===== config.mk =====
export PLATFORM = sky130hd
export DESIGN_NAME = instr_encoder
export DESIGN_NICKNAME = d
export VERILOG_FILES = /design/src/rtl/instr_encoder_pkg.sv /design/src/rtl/instr_encoder_field_pack.sv /design/src/rtl/instr_encoder.sv
export SDC_FILE = /design/constraint.sdc
export NUM_CORES = 1
export LEC_CHECK = 0
export ABC_CLOCK_PERIOD_IN_PS = 3900
export CAP_MARGIN = 10
export CORE_MARGIN = 2
export CORE_UTILIZATION = 47
export CTS_BUF_LIST = sky130_fd_sc_hd__clkbuf_4 sky130_fd_sc_hd__clkbuf_8 sky130_fd_sc_hd__clkbuf_16
export DETAILED_ROUTE_END_ITERATION = 7
export PLACE_DENSITY = 0.91
export SYNTH_ARGS = -nofsm -noshare
export SYNTH_HDL_FRONTEND = slang
export SYNTH_SLANG_ARGS = --single-unit

===== constraint.sdc =====
create_clock -name clk -period 3.9 [get_ports clk]
set_input_delay 0.78 -clock clk [delete_from_list [all_inputs] [get_ports clk]]
set_output_delay 0.78 -clock clk [all_outputs]
set_load 0.02 [all_outputs]

===== src/rtl/instr_encoder_pkg.sv =====
// Shared definitions for the instruction encoder: word layout, opcode
// constants, instruction format enum, control state enum and the
// opcode-to-format decoder used by the field packer.
package instr_encoder_pkg;

  localparam int INSTR_W = 32;

  // Field widths
  localparam int OPC_W   = 6;
  localparam int REG_W   = 5;
  localparam int IMM_W   = 16;
  localparam int MADDR_W = 8;

  // Field bit positions (LSB of each field in the 32-bit word)
  localparam int OPC_LSB     = 26;
  localparam int RD2_LSB     = 21;
  localparam int RD1_LSB     = 16;
  localparam int DST_LSB     = 18;
  localparam int RS2_ALU_LSB = 5;
  localparam int RS1_LSB     = 0;
  localparam int RS2_LSB     = 0;
  localparam int IMM_LSB     = 0;
  localparam int SRC_LSB     = 0;

  // Opcodes
  localparam logic [OPC_W-1:0] OP_LDI       = 6'h00;
  localparam logic [OPC_W-1:0] OP_MOV       = 6'h01;
  localparam logic [OPC_W-1:0] OP_LD        = 6'h02;
  localparam logic [OPC_W-1:0] OP_ST        = 6'h03;
  localparam logic [OPC_W-1:0] OP_ALU_FIRST = 6'h04;
  localparam logic [OPC_W-1:0] OP_ALU_LAST  = 6'h10;

  typedef enum logic [2:0] {
    FMT_IMM,
    FMT_MOV,
    FMT_LD,
    FMT_ST,
    FMT_ALU,
    FMT_ILLEGAL
  } fmt_e;

  typedef enum logic {
    ST_LOADING,
    ST_FULL
  } state_e;

  function automatic fmt_e decode_fmt(input logic [OPC_W-1:0] opc);
    fmt_e f;
    if (opc == OP_LDI)                                  f = FMT_IMM;
    else if (opc == OP_MOV)                             f = FMT_MOV;
    else if (opc == OP_LD)                              f = FMT_LD;
    else if (opc == OP_ST)                              f = FMT_ST;
    else if (opc >= OP_ALU_FIRST && opc <= OP_ALU_LAST) f = FMT_ALU;
    else                                                f = FMT_ILLEGAL;
    return f;
  endfunction

endpackage


===== src/rtl/instr_encoder_field_pack.sv =====
// instr_field_pack: purely combinational packer from instruction fields
// to a 32-bit instruction word.
//   opcode, rdst2, rdst1, rsrc2, rsrc1, imm, src_addr, dst_addr : fields in
//   word    : packed instruction (unused bit positions are 0)
//   illegal : opcode outside the defined range
module instr_field_pack
  import instr_encoder_pkg::*;
(
  input  logic [OPC_W-1:0]   opcode,
  input  logic [REG_W-1:0]   rdst2,
  input  logic [REG_W-1:0]   rdst1,
  input  logic [REG_W-1:0]   rsrc2,
  input  logic [REG_W-1:0]   rsrc1,
  input  logic [IMM_W-1:0]   imm,
  input  logic [MADDR_W-1:0] src_addr,
  input  logic [MADDR_W-1:0] dst_addr,
  output logic [INSTR_W-1:0] word,
  output logic               illegal
);

  fmt_e fmt;

  always_comb begin
    fmt     = decode_fmt(opcode);
    word    = '0;
    illegal = 1'b0;
    word[OPC_LSB +: OPC_W] = opcode;
    case (fmt)
      FMT_IMM: begin
        word[RD2_LSB +: REG_W] = rdst2;
        word[IMM_LSB +: IMM_W] = imm;
      end
      FMT_MOV: begin
        word[RD2_LSB +: REG_W] = rdst2;
        word[RS2_LSB +: REG_W] = rsrc2;
      end
      FMT_LD: begin
        word[RD2_LSB +: REG_W]   = rdst2;
        word[SRC_LSB +: MADDR_W] = src_addr;
      end
      FMT_ST: begin
        word[DST_LSB +: MADDR_W] = dst_addr;
        word[RS2_LSB +: REG_W]   = rsrc2;
      end
      FMT_ALU: begin
        word[RD2_LSB +: REG_W]     = rdst2;
        word[RD1_LSB +: REG_W]     = rdst1;
        word[RS2_ALU_LSB +: REG_W] = rsrc2;
        word[RS1_LSB +: REG_W]     = rsrc1;
      end
      default: illegal = 1'b1;
    endcase
  end

endmodule


===== src/rtl/instr_encoder.sv =====
// instr_encoder: accepts instruction field bundles, packs them into 32-bit
// words and presents them with a sequential imem address to a writer.
//   clk, rst (sync, active-high), clear (sync restart of program load)
//   in_valid/in_ready + fields  : input bundle handshake
//   out_valid/out_ready, out_data, out_addr : encoded word to imem writer
//   full : DEPTH words accepted, err : sticky illegal-opcode flag
//
// state      | meaning
// -----------+-----------------------------------------------
// ST_LOADING | accepting bundles, fewer than DEPTH words written
// ST_FULL    | DEPTH words accepted; waits for clear or rst
module instr_encoder
  import instr_encoder_pkg::*;
#(
  parameter int ADDR_W = 8,
  parameter int DEPTH  = 2**ADDR_W
) (
  input  logic                clk,
  input  logic                rst,
  input  logic                clear,
  input  logic                in_valid,
  output logic                in_ready,
  input  logic [OPC_W-1:0]    opcode,
  input  logic [REG_W-1:0]    rdst2,
  input  logic [REG_W-1:0]    rdst1,
  input  logic [REG_W-1:0]    rsrc2,
  input  logic [REG_W-1:0]    rsrc1,
  input  logic [IMM_W-1:0]    imm,
  input  logic [MADDR_W-1:0]  src_addr,
  input  logic [MADDR_W-1:0]  dst_addr,
  output logic                out_valid,
  input  logic                out_ready,
  output logic [INSTR_W-1:0]  out_data,
  output logic [ADDR_W-1:0]   out_addr,
  output logic                full,
  output logic                err
);

  localparam logic [ADDR_W:0] DEPTH_CNT = (ADDR_W+1)'(DEPTH);

  state_e              state_q, state_d;
  logic                out_valid_q, out_valid_d;
  logic [INSTR_W-1:0]  out_data_q, out_data_d;
  logic [ADDR_W-1:0]   out_addr_q, out_addr_d;
  logic [ADDR_W-1:0]   ptr_q, ptr_d;
  logic [ADDR_W:0]     count_q, count_d;
  logic                err_q, err_d;

  logic [INSTR_W-1:0]  packed_word;
  logic                illegal;
  logic                accept;

  instr_field_pack u_pack (
    .opcode   (opcode),
    .rdst2    (rdst2),
    .rdst1    (rdst1),
    .rsrc2    (rsrc2),
    .rsrc1    (rsrc1),
    .imm      (imm),
    .src_addr (src_addr),
    .dst_addr (dst_addr),
    .word     (packed_word),
    .illegal  (illegal)
  );

  assign full      = (state_q == ST_FULL);
  assign in_ready  = !rst && !full && !clear && (!out_valid_q || out_ready);
  assign accept    = in_valid && in_ready;
  assign out_valid = out_valid_q;
  assign out_data  = out_data_q;
  assign out_addr  = out_addr_q;
  assign err       = err_q;

  always_comb begin
    state_d     = state_q;
    out_valid_d = out_valid_q;
    out_data_d  = out_data_q;
    out_addr_d  = out_addr_q;
    ptr_d       = ptr_q;
    count_d     = count_q;
    err_d       = err_q;

    if (out_valid_q && out_ready) out_valid_d = 1'b0;

    // A legal accept may coincide with the drain above; the new word then
    // replaces the old one on the same edge.
    if (accept && !illegal) begin
      out_valid_d = 1'b1;
      out_data_d  = packed_word;
      out_addr_d  = ptr_q;
      ptr_d       = ptr_q + ADDR_W'(1);
      count_d     = count_q + (ADDR_W+1)'(1);
      if (count_d == DEPTH_CNT) state_d = ST_FULL;
    end else if (accept && illegal) begin
      err_d = 1'b1;
    end

    if (clear) begin
      state_d     = ST_LOADING;
      out_valid_d = 1'b0;
      ptr_d       = '0;
      count_d     = '0;
      err_d       = 1'b0;
    end
  end

  always_ff @(posedge clk) begin
    if (rst) begin
      state_q     <= ST_LOADING;
      out_valid_q <= 1'b0;
      out_data_q  <= '0;
      out_addr_q  <= '0;
      ptr_q       <= '0;
      count_q     <= '0;
      err_q       <= 1'b0;
    end else begin
      state_q     <= state_d;
      out_valid_q <= out_valid_d;
      out_data_q  <= out_data_d;
      out_addr_q  <= out_addr_d;
      ptr_q       <= ptr_d;
      count_q     <= count_d;
      err_q       <= err_d;
    end
  end

endmodule


After elaboration in Yosys (flattened, before gate mapping)
Cells that the tools add are included.
{"block": "word_totals", "reg_bits": 60, "latchBits": 0, "ram_bits": 0, "rom_bits": 0, "input_bits": 63, "out_inout_bits": 44, "word_cells": 57, "mem_count": 0}
{"block": "classes", "n_addsub": 2, "multipliers": 0, "div": 0, "n_lt_le_gt_ge": 2, "n_eq_ne": 8, "shifts": 0, "mux": 15, "bitwise": 1, "reduce_logical": 22}
{"operator": "$pmux W5 S4", "n": 1}
{"operator": "$eq A6 B2 Y1 const B", "n": 2}
{"operator": "$mux W3", "n": 4}
{"operator": "$pmux W5 S2", "n": 1}
{"operator": "$add A9 B1 Y9 const B", "n": 1}
{"operator": "$eq A9 B9 Y1 const B", "n": 1}
{"operator": "$pmux W3 S3", "n": 1}
{"operator": "$add A8 B1 Y8 const B", "n": 1}
{"operator": "$logic_and A1 B1 Y1", "n": 8}
{"operator": "$eq A3 B2 Y1 const B", "n": 2}
{"operator": "$eq A6 B1 Y1 const B", "n": 1}
{"operator": "$ge A6 B3 Y1 const B", "n": 1}
{"operator": "$le A6 B5 Y1 const B", "n": 1}
{"operator": "$logic_not A6 Y1", "n": 1}
{"operator": "$mux W6", "n": 1}
{"operator": "$pmux W3 S2", "n": 1}
{"operator": "$reduce_or A5 Y1", "n": 1}
{"operator": "$logic_not A1 Y1", "n": 4}
{"operator": "$mux W1", "n": 4}
{"operator": "$pmux W2 S2", "n": 1}
{"operator": "$reduce_and A2 Y1", "n": 2}
{"operator": "$reduce_or A2 Y1", "n": 2}
{"operator": "$reduce_or A4 Y1", "n": 1}
{"operator": "$eq A3 B1 Y1 const B", "n": 1}
{"operator": "other kinds (6)", "n": 6}

Longest topological paths before layout
Gate-level depths: netlist (run 1).
{"block": "depth", "word_depth": 12, "ltp_mapped": 8, "ltp_nobuf": 6}

Modules after synthesis
From an unflattened synthesis (run 1), not the netlist that was laid out.
{"block": "unflattened", "hier_cells": 359, "area_unflattened_um2": 2869.0}
{"module": "instr_encoder", "instances": 1, "cells_each": 287, "area_each_um2": 2313.5, "seq_area_each_um2": 1201.2}
{"module": "instr_field_pack", "instances": 1, "cells_each": 72, "area_each_um2": 555.5, "seq_area_each_um2": 0.0}

Worst setup path before layout (run 1)
No wires, ideal clock.
{"block": "synth_timing", "path_type": "input to output", "from": "input rst", "to": "output in_ready", "arrival_time_ns": 1.833, "required_time_ns": 3.120, "path_slack_ns": 1.287, "path_stages": 3, "n_path_buf": 1, "path_cell_list": "or2_2 > clkbuf_1 > nor3b_1"}
{"block": "synth_via", "elab_chain_cells": 4}
{"element": "from (decl)", "line_no": "instr_encoder.sv:19", "rtl": "input logic rst,"}
{"element": "$logic_not A1 Y1", "line_no": "instr_encoder.sv:67", "rtl": "assign in_ready = !rst && !full && !clear && (!out_valid_q || out_ready);"}
{"element": "$logic_and A1 B1 Y1 (3 in series)", "line_no": "instr_encoder.sv:67"}
{"element": "to (decl)", "line_no": "instr_encoder.sv:22", "rtl": "output logic in_ready,"}
Every way passes these cells.

Worst setup path in the final report (run 1)
{"block": "layout_timing", "from": "input clear", "to": "output in_ready"}
{"block": "layout_via", "elab_chain_cells": 3}
{"element": "from (decl)", "line_no": "instr_encoder.sv:20", "rtl": "input logic clear,"}
{"element": "$logic_not A1 Y1", "line_no": "instr_encoder.sv:67"}
{"element": "$logic_and A1 B1 Y1 (2 in series)", "line_no": "instr_encoder.sv:67"}
Every way passes these cells.

==> results of run 1 <==
## final cells by class
class	count	area [µm²]	area share [%]
clock buffer	12	153	3.76
clock inverter	4	72.6	1.79
inverter	3	11.3	0.277
multi-input combinational	236	1400	34.4
sequential	60	1200	29.6
tap	72	90.1	2.22
timing repair buffer	116	1140	28.0
## routing by layer
metal | track usage, % | part of all wire [%] | routed length [µm]
met1 | 27.2 | 38 | 3080
met2 | 49.1 | 52 | 4220
met3 | 6.22 | 5.2 | 427
met4 | 17.6 | 5.1 | 412
met5 | 0 | 0 | 0
## power by group through the flow
stage,Sequential [mW],Clock (mW),Combinational [mW]
final,0.621,0.632,0.154
after CTS,0.621,0.642,0.153
after floorplan,0.641,0,0.0492
after detailed placement,0.635,0,0.151
after global routing,0.621,0.669,0.163
after global placement,0.634,0,0.146
## worst reg2reg max path, stage by stage, from the launching register on
cell	delay, ps
dfxtp_1	340
nor2_1	230
and4_1	480
buf_4	290
nor2_1	110
a2bb2oi_1	180
o21ai_0	110
## logic make-up after synthesis
| kind of cell | Yosys count |
|---|---|
| and+or+nand+nor | 144 |
| AOI/OAI and AO/OA | 66 |
| DFF | 60 |
| buffers and inverters | 27 |
| xor gates and xnor gates | 15 |
| muxes | 8 |
| adders and majority gates | 3 |
## state kept, by name (all words and copies together), names as in the netlist
register and flops:
ptr_q 8, count_q 9, out_valid 1, out_data 32, err 1, out_addr 8
full 1
## worst paths after layout
path | endpoint | cells after the start | slack [ps]
worst min-delay path | out_addr[5]$_SDFFE_PP0P_ | 2 | 450
worst max-delay path | in_ready | 4 | 540
worst max register to register | out_data[7]$_SDFFE_PP0P_ | 6 | 2040
worst min register to register | out_addr[5]$_SDFFE_PP0P_ | 2 | 450
## stage by stage
stage / util (%) / hold slack [ps] / std cells / setup WS (ps)
6_report: 73.3 / 453 / 503 / 535
5_1_grt: 73.3 / 477 / 503 / 494
4_1_cts: 73.3 / 458 / 503 / 555
3_5_place_dp: 69.2 / 443 / 487 / 603
3_3_place_gp: 69.2 / 439 / 487 / 617
2_1_floorplan: - / 440 / 323 / 1290
## placed cells by master (no fill, tap or decap), drive strengths merged, types with 8 or more instances in the layout
cell type / n
clkdlybuf4s50: 106
dfxtp: 60
nand2: 47
nor2: 42
a21oi: 21
nor3: 20
a221oi: 15
clkbuf: 12
o21ai: 11
buf: 10
xor2: 9
mux2i: 8
==> flow_summary.yaml, run 1 <==
status:
  outcome: "finished, final reports clean"
critical_path:
  crit_fanout: 3
  critical_path.startpoint_type: "input pin"
  cp.arrival_ps: 2580
  end_kind: "output pin"
  critPathSlowestCell: "clkdlybuf4s50_1"
  critPathKind: "input pin to output pin"
  critPathBufInv: 2
  rr_startpoint: "full$_SDFFE_PP0P_"
  critPathTopFamily: "buffers and inverters"
  critPathMaxStageDelay_ps: 700
  startpoint: "clear"
  crit_top_cell: "clkdlybuf4s50_1"
  path_cells: "clkdlybuf4s50_1 -> or2_2 -> nor3b_1 -> clkdlybuf4s50_1"
  required_ps: 3120
clock_network:
  root_buffer: "clkbuf_8"
  path_clk_slew_ps: 70
  cts_setup_buffers: 0
  clock-sinks: 60
  ctsResizeCount: 0
  cts_max_path_buffers: 2
  clk_latency_ps: 340
  cts_tree: "done"
  cts_max_level: 3
  numCtsBuffers: 9
  cts_hold_buf: 0
detailed_routing:
  final_antenna_net_count: 0
  vias: 2824
  drt_wl_total_um: 8140
  drc: 0
  wl_per_cell_um: 16.2
  dr.pass1.iters: 4
  drt-initial-drc-count: 154
  viasPerCell: 5.61
floorplan:
  num_rows: 27
  start_util_pct: 48.8
  ios: 107
  die_area_um2: 6380
  die_h_um: 79.9
  core_area_um2: 5540
  dieWidth_um: 79.9
logic_synthesis:
  yosysUniqueCellTypes: 43
  synthFlopType: "dfxtp_1"
  syn_nets: 389
  yosysSeqAreaShare_pct: 44.4
  synth_edf_count: 0
  synthMuxAreaShare_pct: 2.96
  synth_area_leaders: "dfxtp_1, nand2_1, nor2_1"
  post_synth.cell_area_avg_um2: 8.38
  yosysTopAreaCellShare_pct: 44.4
  synthCells: 323
  yosys.cell_count.top_type: "dfxtp_1"
  synth-simple-area-share_pct: 25.2
  synth-adder-area-share_pct: 1.39
  synth_top_family_by_area: "simple AND/OR/NAND/NOR gates"
  synth_warnings: 0
  synthTopCellsByCount: "dfxtp_1, nand2_1, nor2_1, a21oi_1"
  synth_area_um2: 2710
  ys_ff_latch: 60
  synthXorXnorAreaFrac_pct: 4.85
  synth_top_area_cell: "dfxtp_1"
  async_flop_share_pct: 0
  synth-compound-area-share_pct: 17.2
power:
  switchingPower_uw: 313
  total_leakage_power_nw: 1.45
  p_int_mw: 1.09
  p_comb_share_pct: 10.9
  switching_share_pct: 22.2
  total_power_mw: 1.41
  p_clk_share_pct: 44.9
  powerDensity_nw_per_um2: 347
  pwr-share-seq_pct: 44.1
  irDropWorstVdd_uv: 221
sta:
  period_needed_ps: 3360
  final_hold_viol_count: 0
  worstMarginPinSlew_ps: 551
  clock_skew_ps: 4.26
  slew_viol_final: 0
  relSlewSlack_pct: 63.2
  period_share_pct: 86.3
  final-setup-viol-count: 0
  rsz0062_at_grt: "no"
  fmax_mhz: 297
  tns_ps: 0
hold_path:
  hold_class: "flip-flop to flip-flop"
  holdCritStartpoint: "out_addr[5]$_SDFFE_PP0P_"
run:
  cap_violations: 0
global_route:
  antenna_found_initial: 0
  grt_max_degree: 45
  grt-ovfl-total: 0
  grt_pass1_vias: 2898
  grt_pass1_wl_um: 13200
  track_usage_pct: 27.0
finish:
  area_growth_pct: 50.0
  fin_area_um2: 4060
  nets: 492
  drive_above_1_share_pct: 7.19
  antennaDiodeCount: 0
  fillers: 414
placed_design:
  hpwlAfterDp_um: 5780
  gp_congestion: 0.847
  io_buffers: 106
  place_area_um2: 3830
Power figures use the tool's default switching activity.
==> run 2: changes to the inputs <==
- SKIP_LAST_GASP: unset -> 1
- TNS_END_PERCENT: unset -> 10
==> results of run 2 <==
The final DEF is identical to that of run 1; final timing and power are the same.
==> RTL edit: new RTL, config.mk and constraints of run 1 <==
Put one more register stage on the output `err`, cleared by the reset. The value now appears one clock later. The other outputs are not delayed to match.
--- a/src/rtl/instr_encoder.sv
+++ b/src/rtl/instr_encoder.sv
@@ -71,3 +71,9 @@
   assign out_addr  = out_addr_q;
-  assign err       = err_q;
+  always_ff @(posedge clk) begin
+    if (rst) begin
+      err <= '0;
+    end else begin
+      err <= err_q;
+    end
+  end
 
Check against the original RTL: not equivalent (Yosys sat finds a counterexample within 4 cycles, from zero or initial values and one cycle with rst high).
==> RTL edit against run 1 <==
- sequential cell count is 1 higher
- worst setup slack worse by 0.042 ns
- synthesized area up 0.97%
- non-clock buffer count fell by 1
- design area is 0.37% higher
- power increased by 0.17%
- routed wire length shrank 3.2%
- critical path type unchanged
- largest cell class unchanged
- largest power group is now sequential cells
- highest routed layer unchanged
==> RTL edit: results (changes against run 1) <==
[status] status finished clean [unchanged]
[placed_design] RD Place Congestion 0.817 [was 0.847]
[yosys] Mean Syn Cell Area 8.41 um2 [was 8.38 um2]
[global_routing] met3 layer usage reported by global route 4.38% [was 6.22%]
[sta] achievable frequency 0.294 GHz [was 0.297 GHz]
[placed_design] DP Worst Slack 0.511 ns [was 0.603 ns]
[global_routing] overall routing resource usage 25.7% [was 27.0%]
[sta] post-route clock skew 0.00908 ns [was 0.00426 ns]
[critical_path] CP arrival 2.63 ns [was 2.58 ns]
[power] switching power as a share of total power 23.7% [was 22.2%]
[critical_path] worst setup path startpoint rst [was clear]
[critical_path] slack of the worst reg-to-reg path 2.09 ns [was 2.04 ns]
[sta] Slew headroom 65.8% [was 63.2%]
[routing] via-per-instance ratio 5.64 [was 5.61]
[power] standby leakage power 1.45 nW [about the same]
[yosys] top post-synthesis cells by area sky130_fd_sc_hd__dfxtp_1, sky130_fd_sc_hd__nand2_1, sky130_fd_sc_hd__nor2_1 [unchanged]
[final_layout] final net count 493 [was 492]
[global_routing] Global Route met1 Usage 27.2% [about the same]
[sta] Worst Hold Margin 0.451 ns [was 0.453 ns]
[routing] met2 wire len 4.10 mm [was 4.22 mm]
[critical_path] maximum fanout count along the critical path 19 [was 3]
[global_routing] global-route wire length before repair 12.7 mm [was 13.2 mm]
[yosys] share of synthesized area occupied by flip-flops and latches 44.7% [was 44.4%]
[global_routing] via count of the first global-routing pass 2799 [was 2898]
[routing] number of DRC markers in iteration 0 138 [was 154]
[critical_path] capture instance of the worst register-to-register path full$_SDFFE_PP0P_ [was out_data[7]$_SDFFE_PP0P_]
[final_layout] fraction of final layout cells sized beyond drive strength 1 6.94% [was 7.19%]
[power] share of power burned in the clock network 44.4% [was 44.9%]
[worst_hold_path] worst hold path endpoint err_q$_SDFFE_PP0P_ [was out_addr[5]$_SDFFE_PP0P_]
[critical_path] startpoint of the worst register-to-register path count_q[0]$_SDFFE_PP0P_ [was full$_SDFFE_PP0P_]
[routing] Routed wire per std cell 15.6 um [was 16.2 um]
-- RTL edit: cell type report --
cell class	count	area (um2)
fillers	409	1500
clock buffers	9	124
flip-flops and latches	61	1220
multi-input cells	237	1400
inverters	3	11.3
repair buffers	115	1130
well taps	72	90.1
clock inverters	7	97.6
-- RTL edit: cell families (layout without fill, tap and decap cells) --
kind of cell | after synthesis | after routing | synth area share, %
DFF | 61 | 61 | 44.7
adders and majority gates | 3 | 3 | 1.37
AOI/OAI and AO/OA | 66 | 66 | 17.0
xor gates and xnor gates | 15 | 15 | 4.81
muxes | 8 | 8 | 2.93
buffers and inverters | 27 | 134 | 3.98
and+or+nand+nor | 145 | 145 | 25.2
-- RTL edit: critical path, cell delays in order --
cell	delay [ns]
sky130_fd_sc_hd__clkdlybuf4s50_1	0.43
sky130_fd_sc_hd__or2_2	0.47
sky130_fd_sc_hd__nor3b_1	0.29
sky130_fd_sc_hd__clkdlybuf4s50_1	0.65
